<file path="src/rtl/rf_pkg.sv">
// rf_pkg: shared state type and packed-port helper for the register file
package rf_pkg;
  typedef enum logic {RF_CLEAR, RF_READY} rf_state_t;
  function automatic int port_lsb(input int port, input int width);
    return port * width;
  endfunction
endpackage

</file>
<file path="src/rtl/rf_clear_sequencer.sv">
// rf_clear_sequencer: walks every address once after reset, then reports ready
import rf_pkg::*;
module rf_clear_sequencer #(
  parameter int ADDR_WIDTH = 6
) (
  input  logic                  Clock,
  input  logic                  Reset,
  output logic                  Busy,
  output logic                  ClearActive,
  output logic                  ClearWrite,
  output logic [ADDR_WIDTH-1:0] ClearAddress
);
  rf_state_t state, state_next;
  logic [ADDR_WIDTH-1:0] count, count_next;
  always_ff @(posedge Clock) begin
    if (Reset) begin
      state <= RF_CLEAR;
      count <= '0;
    end else begin
      state <= state_next;
      count <= count_next;
    end
  end
  // count wraps to 0 on the same edge that leaves CLEAR
  always_comb begin
    state_next = (state == RF_CLEAR && &count) ? RF_READY : state;
    count_next = (state == RF_CLEAR) ? count + 1'b1 : count;
  end
  assign ClearActive  = state == RF_CLEAR;
  assign Busy         = ClearActive;
  assign ClearWrite   = ClearActive && !Reset;
  assign ClearAddress = count;
endmodule

</file>
<file path="src/rtl/multi_port_register_file.sv">
// multi_port_register_file: 2W/NR register file with bypass, zero reg and hardware clear
import rf_pkg::*;
module multi_port_register_file #(
  parameter int DATA_WIDTH = 16,
  parameter int ADDR_WIDTH = 6,
  parameter int NUM_READ   = 2,
  parameter int BYPASS     = 1,
  parameter int ZERO_REG   = 0
) (
  input  logic                           Clock,
  input  logic                           Reset,
  input  logic                           WriteEnableA,
  input  logic [ADDR_WIDTH-1:0]          WriteAddressA,
  input  logic [DATA_WIDTH-1:0]          WriteDataA,
  input  logic                           WriteEnableB,
  input  logic [ADDR_WIDTH-1:0]          WriteAddressB,
  input  logic [DATA_WIDTH-1:0]          WriteDataB,
  input  logic [NUM_READ*ADDR_WIDTH-1:0] ReadAddress,
  output logic [NUM_READ*DATA_WIDTH-1:0] ReadData,
  output logic                           Busy
);
  localparam int DEPTH = 2 ** ADDR_WIDTH;
  logic [DATA_WIDTH-1:0] regs [DEPTH];
  logic clear_active, clear_write, we_a, we_b;
  logic [ADDR_WIDTH-1:0] clear_addr;
  rf_clear_sequencer #(.ADDR_WIDTH(ADDR_WIDTH)) u_seq (
    .Clock(Clock),
    .Reset(Reset),
    .Busy(Busy),
    .ClearActive(clear_active),
    .ClearWrite(clear_write),
    .ClearAddress(clear_addr)
  );
  // qualified enables: ignored while clearing and for a hardwired zero register
  assign we_a = WriteEnableA && !clear_active && !(ZERO_REG != 0 && WriteAddressA == '0);
  assign we_b = WriteEnableB && !clear_active && !(ZERO_REG != 0 && WriteAddressB == '0);
  always_ff @(posedge Clock) begin
    if (clear_write) regs[clear_addr] <= '0;
    if (we_a) regs[WriteAddressA] <= WriteDataA;
    if (we_b) regs[WriteAddressB] <= WriteDataB;
  end
  for (genvar i = 0; i < NUM_READ; i++) begin : g_rd
    logic [ADDR_WIDTH-1:0] ra;
    logic hit_a, hit_b, zero_hit;
    assign ra       = ReadAddress[port_lsb(i, ADDR_WIDTH) +: ADDR_WIDTH];
    assign hit_a    = BYPASS != 0 && we_a && WriteAddressA == ra;
    assign hit_b    = BYPASS != 0 && we_b && WriteAddressB == ra;
    assign zero_hit = ZERO_REG != 0 && ra == '0;
    assign ReadData[port_lsb(i, DATA_WIDTH) +: DATA_WIDTH] =
      (clear_active || zero_hit) ? '0 : hit_b ? WriteDataB : hit_a ? WriteDataA : regs[ra];
  end
endmodule
</file>
<file path="config.mk">
export PLATFORM = sky130hd
export DESIGN_NAME = multi_port_register_file
export DESIGN_NICKNAME = d
export VERILOG_FILES = /design/src/rtl/rf_pkg.sv /design/src/rtl/rf_clear_sequencer.sv /design/src/rtl/multi_port_register_file.sv
export SDC_FILE = /design/constraint.sdc
export NUM_CORES = 2
export LEC_CHECK = 0
export BUFFER_PORTS_ARGS = -buffer_cell sky130_fd_sc_hd__buf_4
export CORE_ASPECT_RATIO = 2
export CORE_UTILIZATION = 55
export CTS_CLUSTER_SIZE = 20
export DETAILED_ROUTE_END_ITERATION = 10
export GPL_TIMING_DRIVEN = 0
export PLACE_DENSITY = 0.74
export SYNTH_ARGS = -nofsm -noshare
export SYNTH_HDL_FRONTEND = slang
export SYNTH_HIERARCHICAL = 1
export SYNTH_SLANG_ARGS = --single-unit
</file>
<file path="constraint.sdc">
create_clock -name Clock -period 2.5 [get_ports Clock]
set_input_delay 0.5 -clock Clock [delete_from_list [all_inputs] [get_ports Clock]]
set_output_delay 0.5 -clock Clock [all_outputs]
set_load 0.02 [all_outputs]
</file>
# After elaboration in Yosys (flattened, before gate mapping)
# Memory sizes are Yosys's and may differ from the RTL's.
# Index checks and enable logic that the tools add are counted.
# totals
reg_bits	7
latch_bits	0
mem_bits_rw	1024
rom_bits	0
in_bits	60
word_cells	35
memories	1
# classes
addsub	1
mul	0
div_mod_pow	0
magnitude_cmp	0
eq_ne	4
shift	0
n_mux	15
bitwise	1
n_reduce_logical	11
# memory_table
memory	words	word_bits	rd	rd_clocked_by_memory_dff	wr	line	source
regs	64	16	2	0	2	multi_port_register_file.sv:23	logic [DATA_WIDTH-1:0] regs [DEPTH];
# ops
cell	n
2-to-1 mux 16 bit	7
equality test 6 bit	4
OR reduction 16 bit	1
logical AND 1 bit	8
2-to-1 mux 1 bit	7
adder 6 x 1 -> 6 bit, second input constant	1
2-to-1 mux 6 bit	1
AND reduction 6 bit	1
zero test 1 bit	1
NOT 1 bit	1

# Logic depth before layout (Yosys ltp)
# depth
word_depth	5
depth_mapped	10
depth_no_buf	6

# By module
# Netlist, hierarchy kept.
# by_module_without_submodules
module	instances	cells_each	area_each_um2	seq_area_each_um2
multi_port_register_file	1	4283	60742.0	30749.5
rf_clear_sequencer	1	33	321.6	140.1

# Worst setup path before layout
# Ideal clock, no wire load.
# synth_path
path_kind	input-to-output
start	input WriteAddressA[0]
end	output ReadData[11]
arrival_ns	2.346
t_required_ns	2.000
path_slack_ns	-0.346
stages	7
n_path_buf	2
path_cell_list	buf_2 > xor2_1 > or4_4 > nor4_4 > buf_2 > a2111oi_2 > a21oi_1
# synth_between
elab_chain_len	5
# synth_lines
element	line	source
from (decl)	multi_port_register_file.sv:13	input logic [ADDR_WIDTH-1:0] WriteAddressA,
equality test 6 bit	multi_port_register_file.sv:46	assign hit_a = BYPASS != 0 && we_a && WriteAddressA == ra;
logical AND 1 bit	multi_port_register_file.sv:46	
2-to-1 mux 16 bit (3 in series)	multi_port_register_file.sv:50	(clear_active || zero_hit) ? '0 : hit_b ? WriteDataB : hit_a ? WriteDataA : regs[ra];
to (decl)	multi_port_register_file.sv:19	output logic [NUM_READ*DATA_WIDTH-1:0] ReadData,
# No other way between the ends.

# Worst setup path in the final report
# layout_path
start	input ReadAddress[2]
end	output ReadData[15]
# layout_between
elab_chain_len	5
word_cells_on_any_way	8
# layout_lines
element	line	source
from (decl)	multi_port_register_file.sv:18	input logic [NUM_READ*ADDR_WIDTH-1:0] ReadAddress,
branches (longest 3 deep; another with memory (64 x 16 bit))	--	
2-to-1 mux 16 bit * (2 in series)	multi_port_register_file.sv:50	
# Every way passes the cells marked *.

==> out/summary.md <==
The slew of the pin with the lowest slew margin was 1640 ps; the length in cells of the worst reg-to-reg path was 13. For the setup slack of the critical path after layout, the log shows -1710 ps. IR analysis of the VDD net gives a maximum drop of 716 uV.

The worst register-to-register path begins at u_seq/state$_SDFFE_PP0P_. Across all register-to-register paths, the minimum setup slack is -660 ps. The fraction of final layout cells with drive strength greater than 1 is 0.383. The number of buffers added on ports came out at 71.

The tools report the destination of the worst hold path as u_seq/ClearAddress[3]$_SDFFE_PP0N_. Final design utilization: 0.678. At the end of routability-driven placement, the weighted congestion stood at 1.07.

The run gives 2000 ps as the required time of the critical path. The final max-slew violation count was 11. The total length of routed wires came out at 319 mm. The number of different library cells used by synthesis comes to 65. At the worst endpoint, the arrival time is 3710 ps. The max-cap violation count was 1; the number of vias per cell after detailed routing was 8.54. The critical path in this run is classified as input pin to output pin.

After floorplanning, the core was sized to cover 110000 um2. Entering global routing, the biggest net connects 20 pins. The total of endpoints with negative setup slack in the final report came out at 1842. The number of stages on the worst hold path is 2.

The hold path startpoint is Reset. The routed wirelength normalized by instance count is 50.6 um. The area fraction of the dominant cell type after synthesis was 0.504. The clock tree synthesis step divided the H-tree into 3 levels. Setup repair after global routing could not meet its margin everywhere. The cell area that synthesis handed to floorplanning was 61100 um2. The first global-routing pass estimated 430 mm of wire. The initial antenna violation count came out at 30. Clock skew on the completed layout was measured at 32.7 ps. The worst hold path belongs to the class input pin to flip-flop. For this run, the detailed router's first-pass iteration total came to 9. Post-synthesis sequential area ratio: 0.506.

Busiest layer in global routing: met2. Clock-pin slew was measured on the worst setup and hold paths at 70 ps. The number of enable flip-flop cells after synthesis is 1024, and the vertical die dimension is 473 um. Relative to the synthesized area, the layout overhead comes to 22.0%. The run finished, with violations left. The number of core rows came out at 172.

The run gives -0.0953 as the worst slew margin relative to its limit. In the final design database the tool counted 4777 nets. Timing would allow up to 0.238 GHz. The fraction of registers with async set or reset after synthesis works out to 0. Counting the fill cells in the layout gives 7712.

Yosys printed 6 warnings. Including well taps, the total number of placed cells is 5871. The post-synthesis cell type with the largest combined area was sky130_fd_sc_hd__edfxtp_1.

The run gives 0.555 as the effective utilization at floorplan. The most used flip-flop cell after synthesis is sky130_fd_sc_hd__edfxtp_1. The top fanout value on the critical path was 10.

The number of nets in the synthesized netlist is 4377. The run gives 0.273 as the met3 track utilization from global routing. The final number of hold-violating endpoints is 0, and the worst-skew pair later-pin latency is 790 ps. The tools report the reg-to-reg endpoint as regs[44][12]$_DFFE_PP_. STA classifies the critical path startpoint as an input pin. Maximum clock path buffer count: 3. Summing all flip-flop and latch instances after layout gives 30900 um2. The worst path needs 4210 ps of the cycle, external delays included.

Synthesis produced 4316 cells. The TritonCTS sink count is 1031, and the overall routing resource usage is 0.570. The post-route fraction of the period consumed by the critical path works out to 1.68.

The chip width was 238 um. The run gives 112000 um2 as the total die area. The run gives 6309 as the number of standard cells in the layout, taps in and fillers out. For this run the aggregate overflow at the end of global routing stands at 0. Master cell of the clock root buffer: sky130_fd_sc_hd__clkbuf_16. The run gives 93 as the total I/O pin count.

The detailed router placed 53.9k vias in this run. The flop and latch count out of synthesis is 1031, and the met2 track demand over resource in global routing is 0.835. After synthesis, the mean cell area works out to 14.1 um2.

For the post-route DRC violation count, the log shows 1. The logs give 0.555 for the met1 usage in global routing and 9984 for the count of routing violations after the opening detailed-route iteration. The via count of the first global-routing pass was 51.9k; the cell area power density was 524 nW/um2. The checks that failed: design-rule violations, max-capacitance violations, max-slew violations, negative setup slack. The logs give 93 for the number of buffers inserted during clock tree synthesis and 0 for the remaining antenna violation count.

STA classifies the critical path endpoint as an output pin. The leakage dissipation is 27.1 nW. In the final timing run, aggregate negative setup slack is -469160 ps. By area the synthesized netlist is led by sky130_fd_sc_hd__edfxtp_1, sky130_fd_sc_hd__mux4_2, sky130_fd_sc_hd__a22o_1.

TritonCTS built the clock tree. The total area of multi-input combinational cells was 30900 um2; the HPWL reported at the end of detailed placement was 220 mm.
-- registers in the layout, indices dropped and copies added, names as in the netlist --
signal and cells:
regs 1024, u_seq/state 1, u_seq/ClearAddress 6
-- cell usage after synthesis, drive strengths merged, types with 38 or more instances --
master / n
a211oi: 64
a21oi: 61
a221o: 64
a22o: 1024
a22oi: 256
buf: 214
clkbuf: 422
edfxtp: 1024
mux2: 64
mux4: 448
nand2: 144
nor2: 153
nor2b: 76
nor3: 38
-- kinds of logic after synthesis --
kind of cell               share of synthesized area
AOI/OAI and AO/OA                              0.223
xor gates and xnor gates                     0.00402
adders and majority gates                   0.000205
buffers and inverters                         0.0466
DFF                                            0.506
muxes                                          0.177
and+or+nand+nor                               0.0433
-- area by class of cell --
cell class,count,area share
tap,1479,0.0248
clock buffer,101,0.0319
sequential,1031,0.415
clock inverter,71,0.0114
buffer,610,0.0541
timing repair buffer,325,0.0469
inverter,17,0.000907
antenna,37,0.00124
multi-input combinational,2638,0.414
-- metal layers --
| metal | wire [um] | share of wire |
|---|---|---|
| met1 | 85800 | 0.27 |
| met3 | 47300 | 0.15 |
| met5 | 700 | 0.0022 |
| met4 | 48400 | 0.15 |
| met2 | 137000 | 0.43 |
-- through the flow --
step / instance area (um2) / worst slack (ps) / power [W] / hold WS [ps]
after detailed placement: 64000 / -2830 / 0.0226 / 505
after floorplan: 61500 / -214 / 0.0210 / 475
after global placement: 63900 / -3080 / 0.0226 / 498
after global routing: 74500 / -1510 / 0.0391 / 246
after CTS: 73400 / -1150 / 0.0381 / 251
final: 74500 / -1710 / 0.0390 / 264
-- worst max path at each step --
stage	startpoint	to	slack, ps	depth (start not counted)
3_5_place_dp	ReadAddress[2]	ReadData[0]	-2830	9
6_report	ReadAddress[2]	ReadData[15]	-1710	9
4_1_cts	regs[45][8]$_DFFE_PP_	ReadData[24]	-1150	6
2_1_floorplan	ReadAddress[0]	ReadData[11]	-210	9
3_3_place_gp	ReadAddress[2]	ReadData[3]	-3080	9
5_1_grt	ReadAddress[2]	ReadData[15]	-1510	9
-- what timing repair did --
| item | in CTS | in global routing |
|---|---|---|
| hold buffers | 0 | 0 |
| endpoints found under the setup margin | 2080 | 1894 |
| cloned | 19 | 2 |
| setup buffers | 195 | 42 |
| resized for setup | 900 | 158 |
| pin swaps | 135 | 67 |
-- cells in the final DEF, fill, tap and decap left out, types with 90 or more instances in the layout --
| master | n |
|---|---|
| sky130_fd_sc_hd__clkbuf_2 | 90 |
| sky130_fd_sc_hd__edfxtp_1 | 1024 |
| sky130_fd_sc_hd__nand2_1 | 118 |
| sky130_fd_sc_hd__nor2_4 | 99 |
| sky130_fd_sc_hd__a22oi_1 | 168 |
| sky130_fd_sc_hd__a22o_1 | 1024 |
| sky130_fd_sc_hd__clkbuf_1 | 265 |
| sky130_fd_sc_hd__buf_6 | 93 |
| sky130_fd_sc_hd__buf_4 | 248 |
| sky130_fd_sc_hd__mux4_2 | 448 |
| sky130_fd_sc_hd__clkbuf_16 | 98 |
-- power breakdown --
part           leakage (nW)  switching (W)  total [W]  internal [W]
clock network          1.54        0.00743     0.0160       0.00855
logic                  13.9        0.00314    0.00427       0.00112
registers              11.6      0.0000406     0.0188        0.0187
-- worst max-delay path, stage by stage --
cell and delay [ps]:
sky130_fd_sc_hd__buf_6 220, sky130_fd_sc_hd__buf_12 230, sky130_fd_sc_hd__buf_6 340, sky130_fd_sc_hd__buf_4 410, sky130_fd_sc_hd__a211oi_1 240, sky130_fd_sc_hd__o41ai_4 1050
sky130_fd_sc_hd__a2111oi_4 230, sky130_fd_sc_hd__a21boi_4 240, sky130_fd_sc_hd__buf_6 160
No activity file was read; power rests on OpenSTA's default activity.
